### config.mk
export PLATFORM = sky130hd
export DESIGN_NAME = rd_skew_ctrl_flat
export DESIGN_NICKNAME = d
export VERILOG_FILES = /design/src/rtl/rd_skew_ctrl_if.sv /design/src/rtl/rd_skew_ctrl.sv /design/src/flat_wrapper.sv
export SDC_FILE = /design/constraint.sdc
export NUM_CORES = 1
export LEC_CHECK = 0
export BUFFER_PORTS_ARGS = -buffer_cell sky130_fd_sc_hd__buf_2
export CORE_MARGIN = 2
export CORE_UTILIZATION = 55
export CTS_BUF_LIST = sky130_fd_sc_hd__clkbuf_16
export CTS_CLUSTER_SIZE = 25
export DETAILED_ROUTE_END_ITERATION = 6
export HOLD_SLACK_MARGIN = 0.08
export PLACE_DENSITY_LB_ADDON = 0.25
export SYNTH_ARGS = -nofsm -noshare
export SYNTH_HDL_FRONTEND = slang
export SYNTH_SLANG_ARGS = --single-unit
### constraint.sdc
create_clock -name clk -period 4.75 [get_ports clk]
set_input_delay 0.475 -clock clk [delete_from_list [all_inputs] [get_ports clk]]
set_output_delay 0.475 -clock clk [all_outputs]
set_load 0.05 [all_outputs]
### src/rtl/rd_skew_ctrl_if.sv
// Handshake and read-bus bundle between the array controller and rd_skew_ctrl.
// master = controller side, slave = address generator side.
interface rd_skew_ctrl_if #(
   parameter int LANES  = 4,
   parameter int ADDR_W = 8,
   parameter int LEN_W  = 8
);
   logic                      start;
   logic [ADDR_W-1:0]         base_addr;
   logic [LEN_W-1:0]          num_rows;
   logic                      busy;
   logic                      done;
   logic [LANES-1:0]          rd_en;
   logic [LANES*ADDR_W-1:0]   rd_addr;

   modport master (
      output start, base_addr, num_rows,
      input  busy, done, rd_en, rd_addr
   );

   modport slave (
      input  start, base_addr, num_rows,
      output busy, done, rd_en, rd_addr
   );
endinterface

### src/rtl/rd_skew_ctrl.sv
// Skewed read-address/enable generator: lane i trails lane i-1 by one cycle, NUM rows from BASE.
// Optional RD_SKEW_STALL_EN adds a stall input that freezes an active run.
module rd_skew_ctrl #(
   parameter int LANES  = 4,
   parameter int ADDR_W = 8,
   parameter int LEN_W  = 8
) (
   input  logic clk,
   input  logic reset,
`ifdef RD_SKEW_STALL_EN
   input  logic stall,
`endif
   rd_skew_ctrl_if.slave bus
);

   localparam int T_W = LEN_W + $clog2(LANES) + 1;

   typedef enum logic [1:0] {IDLE, RUN, DONE} state_t;

   state_t                    state, state_nxt;
   logic [T_W-1:0]            t, t_nxt;
   logic [ADDR_W-1:0]         base_q, base_nxt;
   logic [LEN_W-1:0]          num_q, num_nxt;
   logic                      busy_q, busy_nxt;
   logic                      done_q, done_nxt;
   logic [LANES-1:0]          en_q, en_nxt;
   logic [LANES*ADDR_W-1:0]   addr_q, addr_nxt;
   logic                      hold, accept, last;

`ifdef RD_SKEW_STALL_EN
   assign hold = (state == RUN) && stall;
`else
   assign hold = 1'b0;
`endif

   assign accept = (state == IDLE) && bus.start && (bus.num_rows != '0);
   // Final step of a run is t = num_rows + LANES - 2 (num_rows >= 1 here).
   assign last   = (t == T_W'(num_q) + T_W'(LANES) - T_W'(2));

   always_ff @(posedge clk or negedge reset) begin
      if (!reset) begin
         state  <= IDLE;
         t      <= '0;
         base_q <= '0;
         num_q  <= '0;
      end else begin
         state  <= state_nxt;
         t      <= t_nxt;
         base_q <= base_nxt;
         num_q  <= num_nxt;
      end
   end

   always_comb begin
      state_nxt = state;
      t_nxt     = t;
      base_nxt  = base_q;
      num_nxt   = num_q;
      case (state)
         IDLE: begin
            if (accept) begin
               state_nxt = RUN;
               t_nxt     = '0;
               base_nxt  = bus.base_addr;
               num_nxt   = bus.num_rows;
            end else if (bus.start) begin
               state_nxt = DONE;
            end
         end
         RUN: begin
            if (!hold) begin
               if (last) state_nxt = DONE;
               else      t_nxt     = t + T_W'(1);
            end
         end
         DONE:    state_nxt = IDLE;
         default: state_nxt = IDLE;
      endcase
   end

   // Outputs are computed from the next step so that they come straight off flops.
   always_comb begin
      busy_nxt = (state_nxt == RUN);
      done_nxt = (state_nxt == DONE);
      en_nxt   = '0;
      addr_nxt = addr_q;
      if (state_nxt == RUN) begin
         for (int i = 0; i < LANES; i++) begin
            en_nxt[i] = (t_nxt >= T_W'(i)) && (t_nxt < T_W'(i) + T_W'(num_nxt));
            if (accept)
               addr_nxt[i*ADDR_W +: ADDR_W] = base_nxt;
            if (en_nxt[i])
               addr_nxt[i*ADDR_W +: ADDR_W] = base_nxt + ADDR_W'(t_nxt - T_W'(i));
         end
      end
   end

   always_ff @(posedge clk or negedge reset) begin
      if (!reset) begin
         busy_q <= 1'b0;
         done_q <= 1'b0;
         en_q   <= '0;
         addr_q <= '0;
      end else begin
         busy_q <= busy_nxt;
         done_q <= done_nxt;
         en_q   <= en_nxt;
         addr_q <= addr_nxt;
      end
   end

   assign bus.busy    = busy_q;
   assign bus.done    = done_q;
   assign bus.rd_en   = en_q;
   assign bus.rd_addr = addr_q;

endmodule

### src/flat_wrapper.sv
// flat-port wrapper written by rule: the top's interface ports become plain ports
module rd_skew_ctrl_flat 
#(
   parameter int LANES  = 4,
   parameter int ADDR_W = 8,
   parameter int LEN_W  = 8
)
  (clk, reset, bus_start, bus_base_addr, bus_num_rows, bus_busy, bus_done, bus_rd_en, bus_rd_addr);
  rd_skew_ctrl_if #(.LANES(LANES), .ADDR_W(ADDR_W), .LEN_W(LEN_W)) bus_i ();
  input  logic clk;
  input  logic reset;
  input wire logic [$bits(bus_i.start)-1:0] bus_start;
  input wire logic [$bits(bus_i.base_addr)-1:0] bus_base_addr;
  input wire logic [$bits(bus_i.num_rows)-1:0] bus_num_rows;
  output wire logic [$bits(bus_i.busy)-1:0] bus_busy;
  output wire logic [$bits(bus_i.done)-1:0] bus_done;
  output wire logic [$bits(bus_i.rd_en)-1:0] bus_rd_en;
  output wire logic [$bits(bus_i.rd_addr)-1:0] bus_rd_addr;
  assign bus_i.start = bus_start;
  assign bus_i.base_addr = bus_base_addr;
  assign bus_i.num_rows = bus_num_rows;
  assign bus_busy = bus_i.busy;
  assign bus_done = bus_i.done;
  assign bus_rd_en = bus_i.rd_en;
  assign bus_rd_addr = bus_i.rd_addr;
  rd_skew_ctrl #(.LANES(LANES), .ADDR_W(ADDR_W), .LEN_W(LEN_W)) u_core (.clk(clk), .reset(reset), .bus(bus_i));
endmodule
# Yosys cells after proc, flatten, opt, wreduce, memory -nomap -nowiden
# Cells that the tools add are included.
# W data, S select, Z words.
[classes]
n_addsub = 13
magnitude_cmp = 8
eq_ne = 4
n_mux = 17
n_reduce_logical = 16
[ops]
columns = ["operator", "n"]
rows = [
  ["$mux W8", 9],
  ["$lt A11 B9 Y1", 3],
  ["$add A8 B8 Y8", 4],
  ["$ge A11 B1 Y1 const B", 2],
  ["$ge A11 B2 Y1 const B", 2],
  ["$mux W11", 2],
  ["$pmux W11 S2", 1],
  ["$add A2 B8 Y9 const A", 2],
  ["$sub A8 B2 Y8 const B", 2],
  ["$add A11 B1 Y11 const B", 1],
  ["$eq A11 B11 Y1", 1],
  ["$lt A11 B8 Y1", 1],
  ["$sub A11 B2 Y11 const B", 1],
  ["$add A1 B8 Y9 const A", 1],
  ["$add A8 B3 Y9 const B", 1],
  ["$reduce_and A2 Y1", 4],
  ["$reduce_bool A2 Y1", 4],
  ["$reduce_bool A8 Y1", 1],
  ["$sub A8 B1 Y8 const B", 1],
  ["$logic_and A1 B1 Y1", 6],
  ["$mux W2", 3],
  ["$eq A2 B1 Y1 const B", 2],
  ["$mux W4", 1],
  ["$pmux W2 S2", 1],
  ["2 further kinds", 2],
]
[word_totals]
regBits = 67
in_bits = 19
output_inout_bits = 38
elab_cells = 69

# Longest topological paths before layout
# Gate-level depths: netlist of the first run.
[logic_depth]
depth_word = 10
mapped_depth = 25

# Worst setup path after synthesis of the first run
# No wires, ideal clock.
[synth_timing]
path_kind = "input port to flip-flop"
from = "input port bus_num_rows[1]"
to = "register u_core.addr_q[7], in the netlist u_core.bus.rd_addr[7]"
setup_time_ps = 94
arrival_time_ps = 4802
required_ps = 4656
slack_ps = -146
cell_stages = 19
cell_sequence = "nor4_1 > a21bo_2 > clkbuf_1 > buf_1 > clkbuf_1 > buf_1 > mux2i_1 > inv_1 > ha_1 > fa_1 > a31oi_1 > o21bai_1 > a21oi_1 > o21bai_1 > a21oi_1 > xnor2_1 > nor2b_4 > xnor2_1 > a221oi_2"
[synth_between]
elab_cells_between_ends = 19
classes_between = "add/sub: 1; order compare: 2; eq/ne: 1; mux: 10; reduce/logical: 5"
[synth_rtl]
columns = ["item", "line", "rtl"]
rows = [
  ["start: declaration", "flat_wrapper.sv:14", "input wire logic [$bits(bus_i.num_rows)-1:0] bus_num_rows;"],
  ["$reduce_bool A8 Y1", "rd_skew_ctrl.sv:36", "assign accept = (state == IDLE) && bus.start && (bus.num_rows != '0);"],
  ["$logic_and A1 B1 Y1", "rd_skew_ctrl.sv:36", ""],
  ["$mux W8", "rd_skew_ctrl.sv:61", "if (accept) begin"],
  ["$mux W8", "rd_skew_ctrl.sv:59", "case (state)"],
  ["net u_core.base_nxt[1]", "rd_skew_ctrl.sv:22", "logic [ADDR_W-1:0] base_q, base_nxt;"],
  ["$add A8 B8 Y8", "rd_skew_ctrl.sv:93", "addr_nxt[i*ADDR_W +: ADDR_W] = base_nxt + ADDR_W'(t_nxt - T_W'(i));"],
  ["$mux W8", "rd_skew_ctrl.sv:92", "if (en_nxt[i])"],
  ["end signal: assignment", "rd_skew_ctrl.sv:108", "addr_q <= addr_nxt;"],
  ["end: declaration", "rd_skew_ctrl.sv:27", "logic [LANES*ADDR_W-1:0] addr_q, addr_nxt;"],
]
# The timed path passes the listed nets, and every way through them passes these cells. The select of a mux whose other input is x is not followed.
# A chain may end at the register's enable or synchronous reset.

# Worst setup path in the final report of the first run
[layout_timing]
from = "register u_core.num_q[3]"
to = "register u_core.addr_q[6], in the netlist u_core.bus.rd_addr[6]"
[layout_between]
elab_chain_cells = 9
elab_cells_between_ends = 17
classes_between = "add/sub: 3; order compare: 2; eq/ne: 2; mux: 7; reduce/logical: 3"
[layout_lines]
columns = ["item", "line", "rtl"]
rows = [
  ["start: declaration", "rd_skew_ctrl.sv:23", "logic [LEN_W-1:0] num_q, num_nxt;"],
  ["start signal: assignment", "rd_skew_ctrl.sv:50", "num_q <= num_nxt;"],
  ["$add A8 B3 Y9 *", "rd_skew_ctrl.sv:38", "assign last = (t == T_W'(num_q) + T_W'(LANES) - T_W'(2));"],
  ["$sub A11 B2 Y11 *", "rd_skew_ctrl.sv:38", ""],
  ["$eq A11 B11 Y1 *", "rd_skew_ctrl.sv:38", ""],
  ["$mux W11 *", "rd_skew_ctrl.sv:72", "if (last) state_nxt = DONE;"],
  ["$pmux W11 S2 *", "rd_skew_ctrl.sv:59", ""],
  ["net u_core.t_nxt[0]", "rd_skew_ctrl.sv:21", "logic [T_W-1:0] t, t_nxt;"],
  ["$ge A11 B1 Y1 or $lt A11 B8 Y1 (tied branches)", "rd_skew_ctrl.sv:89", "en_nxt[i] = (t_nxt >= T_W'(i)) && (t_nxt < T_W'(i) + T_W'(num_nxt));"],
  ["$logic_and A1 B1 Y1", "rd_skew_ctrl.sv:89", ""],
  ["$reduce_bool A2 Y1 (no line)", "--", ""],
  ["$reduce_and A2 Y1 (no line)", "--", ""],
]
# The timed path passes the listed nets; every way through them passes the cells marked *.

==> results of run 1 <==
[area by class of cell]
cell class                      instances  area [um2]  share of cell area
Clock inverter                          7        68.8             0.00923
Sequential cell                        67        1680               0.226
Multi-Input combinational cell        471        4040               0.542
Inverter                               57         214              0.0287
Timing Repair Buffer                  150        1050               0.142
Clock buffer                            9         225              0.0302
Tap cell                              133         166              0.0223
[repair_timing]
item | CTS | global route
endpoints found under the setup margin | 27 | 32
resized for setup | 16 | 88
buffers inserted | 2 | 17
hold endpoints to repair | 0 | 0
pin swaps | 3 | 43
gates cloned | 1 | 2
[flip-flops by register name, summed over array words and instances, names as in the netlist]
register and cells:
u_core.base_q 8, u_core.num_q 8, u_core.bus.busy 1, u_core.bus.rd_en 4, u_core.bus.done 1, u_core.t 11, u_core.state 2, u_core.bus.rd_addr 32
[cells in the final DEF, fill, tap and decap left out, types with 6 or more instances in the layout]
cell,netlist,layout
ha_1,59,53
clkbuf_16,0,11
dfrtp_1,67,62
inv_1,56,56
nor2_2,0,6
nor3_1,15,14
a21o_1,11,11
buf_2,8,56
nand3_1,16,14
nor2_1,36,29
o21ai_2,1,6
a21oi_1,29,23
o221a_2,6,6
o211a_1,14,14
o21ai_0,24,14
o211ai_1,7,7
xor2_1,15,14
a21oi_2,0,6
a31oi_1,15,10
xnor2_1,43,38
a211oi_1,11,7
mux2i_1,17,15
nand2b_1,15,14
nand2_1,46,44
o21a_1,6,6
buf_4,1,85
[final timing paths]
check	cells past startpoint	slack [ns]	endpoint
max in group asynchronous	2	3.52	u_core.bus.rd_addr[31]$_DFFE_PN0P_
min reg2reg	1	0.50	u_core.bus.rd_addr[25]$_DFFE_PN0P_
max reg2reg	22	0.005	u_core.bus.rd_addr[6]$_DFFE_PN0P_
min in group clk	3	0.46	u_core.bus.rd_addr[2]$_DFFE_PN0P_
min	1	0.30	u_core.num_q[7]$_DFF_PN0_
max	22	0.005	u_core.bus.rd_addr[6]$_DFFE_PN0P_
[metal layers]
layer  part of all wire  up-vias  wire [um]
met5                  0        -          0
li1                   -     2488          -
met2               0.45      299       8420
met3              0.084       66       1570
met1               0.44     2697       8190
met4              0.031        0        580
[critical path, stage by stage, from the launching register on]
cell and delay (ns):
dfrtp_2 0.44, buf_6 0.13, nand3_2 0.09, or3_4 0.42, a211o_1 0.37, a211oi_4 0.34
a41o_4 0.31, buf_8 0.11, buf_4 0.13, mux2_4 0.31, inv_1 0.09, ha_1 0.17
inv_1 0.05, fa_1 0.39, nor2_2 0.14, o21ai_0 0.10, nand2b_1 0.13, a21o_1 0.15
a21oi_1 0.09, xnor2_1 0.25, a211oi_1 0.10, a31oi_1 0.24, o21ai_2 0.08
[synthesized netlist by cell type (all sizes together), types with 14 or more instances]
library cell  number
xnor2             43
clkbuf            17
a31oi             15
o21ai             26
nor2              36
dfrtp             67
buf               14
mux2i             17
a21oi             29
nand3             17
ha                59
o211a             14
nor3              15
nand2b            15
inv               56
xor2              15
nand2             46
[logic make-up (layout without fill, tap and decap cells)]
logic type | count (synthesis) | in the layout | synth area share
AOI/OAI and AO/OA | 164 | 164 | 0.215
buffers and inverters | 88 | 223 | 0.0646
xor gates and xnor gates | 59 | 59 | 0.0944
and+or+nand+nor | 165 | 166 | 0.146
DFF | 67 | 67 | 0.298
muxes | 18 | 18 | 0.0329
adders and majority gates | 64 | 64 | 0.149
[per-stage QoR]
stage | std cells | utilization | cell area (um2) | TNS [ns] | hold WS, ns
floorplan | 625 | - | 5630 | -0.00467 | 0.179
global placement | 856 | 0.657 | 6480 | -2.96 | 0.472
detailed placement | 856 | 0.657 | 6480 | -3.21 | 0.482
CTS | 875 | 0.695 | 6860 | 0 | 0.328
global route | 894 | 0.756 | 7450 | -2.24 | 0.386
finish | 894 | 0.756 | 7450 | 0 | 0.300
==> flow_metrics.env, run 1 <==
export IMPL_die_area_mm2=0.0110
export IMPL_root_buffer="clkbuf_16"
export IMPL_route_detailed_drc=0
export IMPL_clk_path_buf_depth=2
export IMPL_relSlewSlack=0.331
export IMPL_grt_pass1_vias=5191
export IMPL_yosys_cell_types_count=70
export IMPL_rows=36
export IMPL_syn_inst=625
export IMPL_place_congestion=0.997
export IMPL_start_util=0.570
export IMPL_die_x_um=105
export IMPL_dpl_hpwl_um=12800
export IMPL_ys_flop_type="dfrtp_1"
export IMPL_finalWirelength_um=18800
export IMPL_synth_edf_count=0
export IMPL_clock_latency_ns=0.34
export IMPL_status="completed"
export IMPL_period_share=0.999
export IMPL_cp_required_ns=4.97
export IMPL_fp_dieH_um=105
export IMPL_detail_route_vias_per_cell=6.21
export IMPL_tightest_slew_ns=1.00
export IMPL_grtUsageMet3=0.0661
export IMPL_rsz0062_at_grt="yes"
export IMPL_nNetsFinal=839
export IMPL_grt_pass1_wl_um=27100
export IMPL_grt_busiest_layer="met2"
export IMPL_drive_above_1_share=0.338
export IMPL_max_freq_mhz=211
export IMPL_cp_arrival_ns=4.96
export IMPL_cp_max_fo=6
export IMPL_via_count=5550
export IMPL_clkSinkCount=67
export IMPL_syn_avg_cell_area_um2=8.99
export IMPL_cts_tree="built"
export IMPL_r2r_start="u_core.num_q[3]$_DFF_PN0_"
export IMPL_cts_buffers=9
export IMPL_clock_skew_ns=0.00657
export IMPL_use_met2=0.475
export IMPL_ys_ff_latch=67
export IMPL_cts_htree_levels=3
export IMPL_hold_class="in -> async"
export IMPL_core_area_mm2=0.00986
export IMPL_yosys_area_top_type="dfrtp_1"
export IMPL_end_kind="register"
export IMPL_syn_area_mm2=0.00562
export IMPL_finalWorstSetupSlack_ns=0.00530
export IMPL_ios=57
export IMPL_nFillCells=655
export IMPL_syn_num_nets=708
export IMPL_met1_usage=0.449
export IMPL_syn2layout_area_growth_pct=32.6
export IMPL_slew_violations=0
export IMPL_grt_usage=0.315
export IMPL_drt_iter0_drc=561
export IMPL_setup_viol=0
export IMPL_finalCriticalPeriod_ns=4.74
export IMPL_antenna_cells=0
export IMPL_cp_startpoint="u_core.num_q[3]$_DFF_PN0_"
export IMPL_cp_start_kind="register"
export IMPL_synthTopCellsByArea="dfrtp_1 (30%), ha_1 (13%), xnor2_1 (6.7%), inv_1 (3.7%), nand2_1 (3.1%)"
export IMPL_globalRouteOverflowTotal=0
export IMPL_cap_violations=0
export IMPL_grt_max_degree=42
export IMPL_ys_warn_count=0
export IMPL_portBuffers=56
export IMPL_path_class="reg -> reg"
export IMPL_antenna_found_initial=0
export IMPL_drt_wirelength_per_cell_um=21.0
export IMPL_pre_cts_slack_ns=-0.262
export IMPL_drtAntennaViolNets=0
export IMPL_firstDrtPassIters=5
export IMPL_postCtsHoldBufs=0
export IMPL_hold_viol=0
export IMPL_yosysTopAreaCellShare=0.298
export IMPL_synthArstFlopShare=1.00
export IMPL_clk_pin_slew_ns=0.06
export IMPL_ys_seq_area_frac=0.298
Power of run 1 is left out: the tool's default activity adds up to more than one toggle a clock period on the data nets, which glitch-free logic cannot reach.
==> run 2: changes to the inputs <==
CORE_UTILIZATION = 60   (was 55)
clock period = 4.7 ns   (was 4.75 ns; I/O delays follow)
==> run 2 against run 1 <==
The run now ends with negative setup slack left. Die area decreased by 8.0%. Final cell count decreased by 3.6%. Clock skew increased by 0.0031 ns. Clock-buffer cell count unchanged. Setup slack got worse by 0.028 ns. Global-route usage increased by 2.4 points. Utilization increased by 4.3 points. Design area decreased by 2.0%. Sequential share of layout area increased by 0.43 points. Critical endpoint is now u_core.bus.rd_addr[7]$_DFFE_PN0P_. Highest routed layer unchanged.
==> flow_metrics.env, run 2 (same netlist as run 1, synthesis figures left out) <==
export IMPL_multi_input_area_mm2=0.00402
export IMPL_via_count=5407
export IMPL_route_detailed_drc=0
export IMPL_grt_pass1_vias=5103
export IMPL_cts_buffers=9
export IMPL_drt_wirelength_per_cell_um=20.9
export IMPL_tightest_slew_ns=0.685
export IMPL_critical_path_max_stage_delay_ns=0.47
export IMPL_period_share=1.00
export IMPL_fin_setup_tns_ns=-0.0230
export IMPL_regArea_mm2=0.00168
export IMPL_cp_max_fo=8
export IMPL_core_area_mm2=0.00915
export IMPL_clk_pin_slew_ns=0.07
export IMPL_die_area_mm2=0.0102
export IMPL_nNetsFinal=829
export IMPL_max_freq_mhz=212
export IMPL_antenna_found_initial=0
export IMPL_globalRouteOverflowTotal=0
export IMPL_syn2layout_area_growth_pct=30.0
export IMPL_place_congestion=1.00
export IMPL_cts_htree_levels=3
export IMPL_nFillCells=573
export IMPL_hold_class="in -> async"
export IMPL_rsz0062_at_grt="yes"
export IMPL_rows=35
export IMPL_grt_usage=0.340
export IMPL_relSlewSlack=0.530
export IMPL_drtAntennaViolNets=0
export IMPL_firstDrtPassIters=4
export IMPL_routed_top_layer="met4"
export IMPL_hold_viol=0
export IMPL_dpl_hpwl_um=12500
export IMPL_cp_required_ns=4.94
export IMPL_failed_checks="negative setup slack"
export IMPL_die_x_um=101
export IMPL_finalWorstSetupSlack_ns=-0.0230
export IMPL_antenna_cells=0
export IMPL_finalCriticalPeriod_ns=4.72
export IMPL_layout_common_cells="buf_4 (78), dfrtp_1 (64), buf_2 (56)"
export IMPL_grt_max_degree=45
export IMPL_layout_commonest_cell="buf_4"
export IMPL_clock_latency_ns=0.34
export IMPL_largest_reg_flops=32
export IMPL_slew_violations=0
export IMPL_cts_tree="built"
export IMPL_wl_met1_um=7850
export IMPL_end_kind="register"
export IMPL_finalWirelength_um=18000
export IMPL_fp_dieH_um=101
export IMPL_cap_violations=0
export IMPL_root_buffer="clkbuf_16"
export IMPL_ios=57
export IMPL_met3_wirelength_um=1420
export IMPL_clkSinkCount=67
export IMPL_grt_pass1_wl_um=26600
export IMPL_setup_viol=1
export IMPL_crit_top_cell="buf_4"
export IMPL_drive_above_1_share=0.328
export IMPL_slowest_stage="dfrtp_2"
export IMPL_path_class="reg -> reg"
export IMPL_clk_path_buf_depth=2
export IMPL_detail_route_vias_per_cell=6.27
export IMPL_cp_start_kind="register"
export IMPL_cp_cell_sequence="buf_4 -> nand3_2 -> or3_1 -> a211o_1 -> a211oi_4 -> a41oi_2 -> buf_4 -> nand2_1 -> o21ai_0 -> buf_4 -> ha_1 -> fa_2 -> a31oi_4 -> o21bai_1 -> a21oi_2 -> o21bai_2 -> a21oi_2 -> xnor2_1 -> buf_4 -> buf_4 -> xnor2_1 -> a221oi_2"
export IMPL_start_util=0.614
export IMPL_status="finished, violations left"
export IMPL_clock_skew_ns=0.00965
export IMPL_portBuffers=56
export IMPL_wl_met2_um=8290
export IMPL_cp_arrival_ns=4.96
export IMPL_drt_iter0_drc=466
[run 2: cell type report]
type                       count  area share
tap                          111      0.0190
multi-input combinational    471       0.551
timing repair buffer         140       0.129
clock inverter                 7      0.0111
inverter                      57      0.0293
sequential                    67       0.230
clock buffer                   9      0.0308
[run 2: worst paths after layout]
kind                                                    from                           endpoint  slack, ns  cells past startpoint
min in group clk                            bus_base_addr[0]  u_core.bus.rd_addr[0]$_DFFE_PN0P_       0.45                      3
max                                u_core.num_q[2]$_DFF_PN0_  u_core.bus.rd_addr[7]$_DFFE_PN0P_      -0.02                     22
min reg2reg                u_core.bus.rd_addr[9]$_DFFE_PN0P_  u_core.bus.rd_addr[9]$_DFFE_PN0P_       0.50                      1
max reg2reg                        u_core.num_q[2]$_DFF_PN0_  u_core.bus.rd_addr[7]$_DFFE_PN0P_      -0.02                     22
max in group asynchronous                              reset              u_core.t[0]$_DFF_PN0_       3.54                      2
min                                                    reset          u_core.num_q[7]$_DFF_PN0_       0.16                      1
[run 2: stage by stage]
stage / hold slack (ns) / util / cell area, um2 / setup WS, ns / instances
2_1_floorplan: 0.174 / - / 5640 / 0.0179 / 625
3_3_place_gp: 0.473 / 0.700 / 6410 / 0.0895 / 827
3_5_place_dp: 0.479 / 0.700 / 6410 / -0.00804 / 827
4_1_cts: 0.166 / 0.740 / 6780 / 0.0118 / 846
5_1_grt: 0.205 / 0.798 / 7300 / -0.200 / 862
6_report: 0.160 / 0.798 / 7300 / -0.0230 / 862
[run 2: metal layers]
metal | global-route usage | vias up
met2 | 0.508 | 247
li1 | - | 2463
met1 | 0.505 | 2662
met4 | 0.0991 | 0
met5 | 0 | -
met3 | 0.0583 | 35
[run 2: critical path, delay by kind of cell, from the launching register on]
kind | cells | cell delay [ns]
buf+inv | 5 | 0.80
flops | 1 | 0.47
fa+ha+maj | 2 | 0.65
xor+xnor | 2 | 0.24
simple gates | 3 | 0.63
compound gates | 10 | 1.82
[run 2: what timing repair did]
| action | CTS | global route |
|---|---|---|
| pin swaps | 5 | 38 |
| gates resized for setup | 9 | 85 |
| setup endpoints to repair | 2 | 28 |
| setup buffers | 2 | 16 |
| hold buffers | 0 | 0 |
| gates cloned | 1 | 0 |
Power of run 2 is left out for the same reason.
==> run 3: changes to the inputs <==
CORE_MARGIN = unset   (was 2)
clock period = 4.56 ns   (was 4.7 ns; I/O delays follow)
==> run 3 against run 2 <==
The flow still finishes with violations (negative setup slack). First-iteration DRC count increased by 3.4%. Sequential share of layout area shrank 0.74 points. Final cell count grew 3.0%. Non-clock buffer count is 29 higher. Setup slack got worse by 0.28 ns. Clock-buffer cell count unchanged. Sequential cell count stayed put. Register-to-register slack lost 0.28 ns. Clock skew is 0.0025 ns lower. Critical path type unchanged.
==> flow_metrics.env, run 3 (same netlist as run 1, synthesis figures left out) <==
export IMPL_detail_route_vias_per_cell=6.51
export IMPL_layout_commonest_cell="buf_4"
export IMPL_max_freq_mhz=206
export IMPL_grt_usage=0.373
export IMPL_grt_pass1_vias=5491
export IMPL_setup_viol=20
export IMPL_drt_wirelength_per_cell_um=21.7
export IMPL_layout_common_cells="buf_4 (102), dfrtp_1 (63), buf_2 (57)"
export IMPL_period_share=1.07
export IMPL_rsz0062_at_grt="yes"
export IMPL_die_area_mm2=0.00976
export IMPL_rows=34
export IMPL_antenna_cells=0
export IMPL_fp_dieH_um=98.8
export IMPL_drive_above_1_share=0.360
export IMPL_failed_checks="negative setup slack"
export IMPL_cp_start_kind="register"
export IMPL_relSlewSlack=0.525
export IMPL_clk_pin_slew_ns=0.06
export IMPL_portBuffers=56
export IMPL_place_congestion=0.955
export IMPL_cts_buffers=9
export IMPL_root_buffer="clkbuf_16"
export IMPL_path_class="reg -> reg"
export IMPL_finalCriticalPeriod_ns=4.86
export IMPL_cap_violations=0
export IMPL_via_count=5783
export IMPL_status="finished, violations left"
export IMPL_cp_arrival_ns=5.12
export IMPL_grt_pass1_wl_um=27900
export IMPL_tightest_slew_ns=0.712
export IMPL_cts_htree_levels=3
export IMPL_antenna_found_initial=0
export IMPL_nFillCells=477
export IMPL_clock_latency_ns=0.34
export IMPL_hold_class="in -> async"
export IMPL_finalWirelength_um=19300
export IMPL_route_detailed_drc=0
export IMPL_syn2layout_area_growth_pct=34.4
export IMPL_hold_viol=0
export IMPL_pre_cts_slack_ns=-0.162
export IMPL_largest_reg_flops=32
export IMPL_regArea_mm2=0.00168
export IMPL_timing_reg2reg_setup_slack_ns=-0.30
export IMPL_core_area_mm2=0.00889
export IMPL_cp_required_ns=4.82
export IMPL_cp_max_fo=6
export IMPL_firstDrtPassIters=5
export IMPL_drtAntennaViolNets=0
export IMPL_clock_skew_ns=0.00717
export IMPL_globalRouteOverflowTotal=0
export IMPL_slew_violations=0
export IMPL_clkSinkCount=67
export IMPL_dpl_hpwl_um=12600
export IMPL_drt_iter0_drc=482
export IMPL_grt_max_degree=37
export IMPL_clk_path_buf_depth=2
export IMPL_die_x_um=98.8
export IMPL_nNetsFinal=858
export IMPL_end_kind="register"
export IMPL_finalWorstSetupSlack_ns=-0.300
export IMPL_cts_tree="built"
export IMPL_multi_input_area_mm2=0.00405
export IMPL_ios=57
export IMPL_start_util=0.632
-- run 3: critical path: stages (launching register included) --
cell       delay [ns]
dfrtp_2          0.47
ha_4             0.28
buf_4            0.13
xor2_1           0.23
xnor2_1          0.19
nand3_1          0.15
or4b_1           0.58
o41ai_2          0.30
mux2i_1          0.30
buf_4            0.18
ha_1             0.25
nand2_1          0.09
nor2_1           0.08
a221oi_2         0.27
o21ai_1          0.12
buf_4            0.15
or4_4            0.49
a2111oi_4        0.29
a31oi_1          0.10
o21ai_1          0.12
-- run 3: metrics by stage --
step                      instance area (um2)  hold slack [ns]   util  instances  TNS (ns)
after global routing                     7550            0.234  0.850        888     -7.42
after detailed placement                 6570            0.479  0.739        838     -1.91
after global placement                   6570            0.473  0.739        838         0
after floorplan                          5700            0.160      -        625   -0.0586
after CTS                                7140            0.191  0.803        873    -0.475
final                                    7550            0.168  0.850        888     -2.21
-- run 3: worst paths after layout --
path                                                    start                            endpoint  cells past startpoint
min in group clk                             bus_base_addr[0]   u_core.bus.rd_addr[0]$_DFFE_PN0P_                      3
setup reg to reg                    u_core.num_q[3]$_DFF_PN0_   u_core.bus.rd_addr[2]$_DFFE_PN0P_                     19
hold reg to reg            u_core.bus.rd_addr[25]$_DFFE_PN0P_  u_core.bus.rd_addr[25]$_DFFE_PN0P_                      1
setup / recovery                    u_core.num_q[3]$_DFF_PN0_   u_core.bus.rd_addr[2]$_DFFE_PN0P_                     19
hold / removal                                          reset       u_core.bus.rd_en[0]$_DFF_PN0_                      1
max in group asynchronous                               reset           u_core.num_q[4]$_DFF_PN0_                      2
-- run 3: final cells by class --
class,count,area share
inverters,57,0.0287
clock buffers,9,0.0298
flip-flops and latches,67,0.223
repair buffers,169,0.155
multi-input cells,471,0.536
clock inverters,7,0.0101
well taps,108,0.0179
-- run 3: metal layers --
layer	track usage	up-vias	routed length, um
li1	-	2527	-
met1	0.507	2839	7900
met5	0	-	0
met4	0.156	0	606
met2	0.577	349	8840
met3	0.0830	68	1920
-- run 3: timing repair --
item,CTS,global route
gates resized for setup,26,68
setup endpoints to repair,26,34
setup buffers,19,16
hold buffers,0,0
pin swaps,22,51
cloned,1,1
Power of run 3 is left out for the same reason.
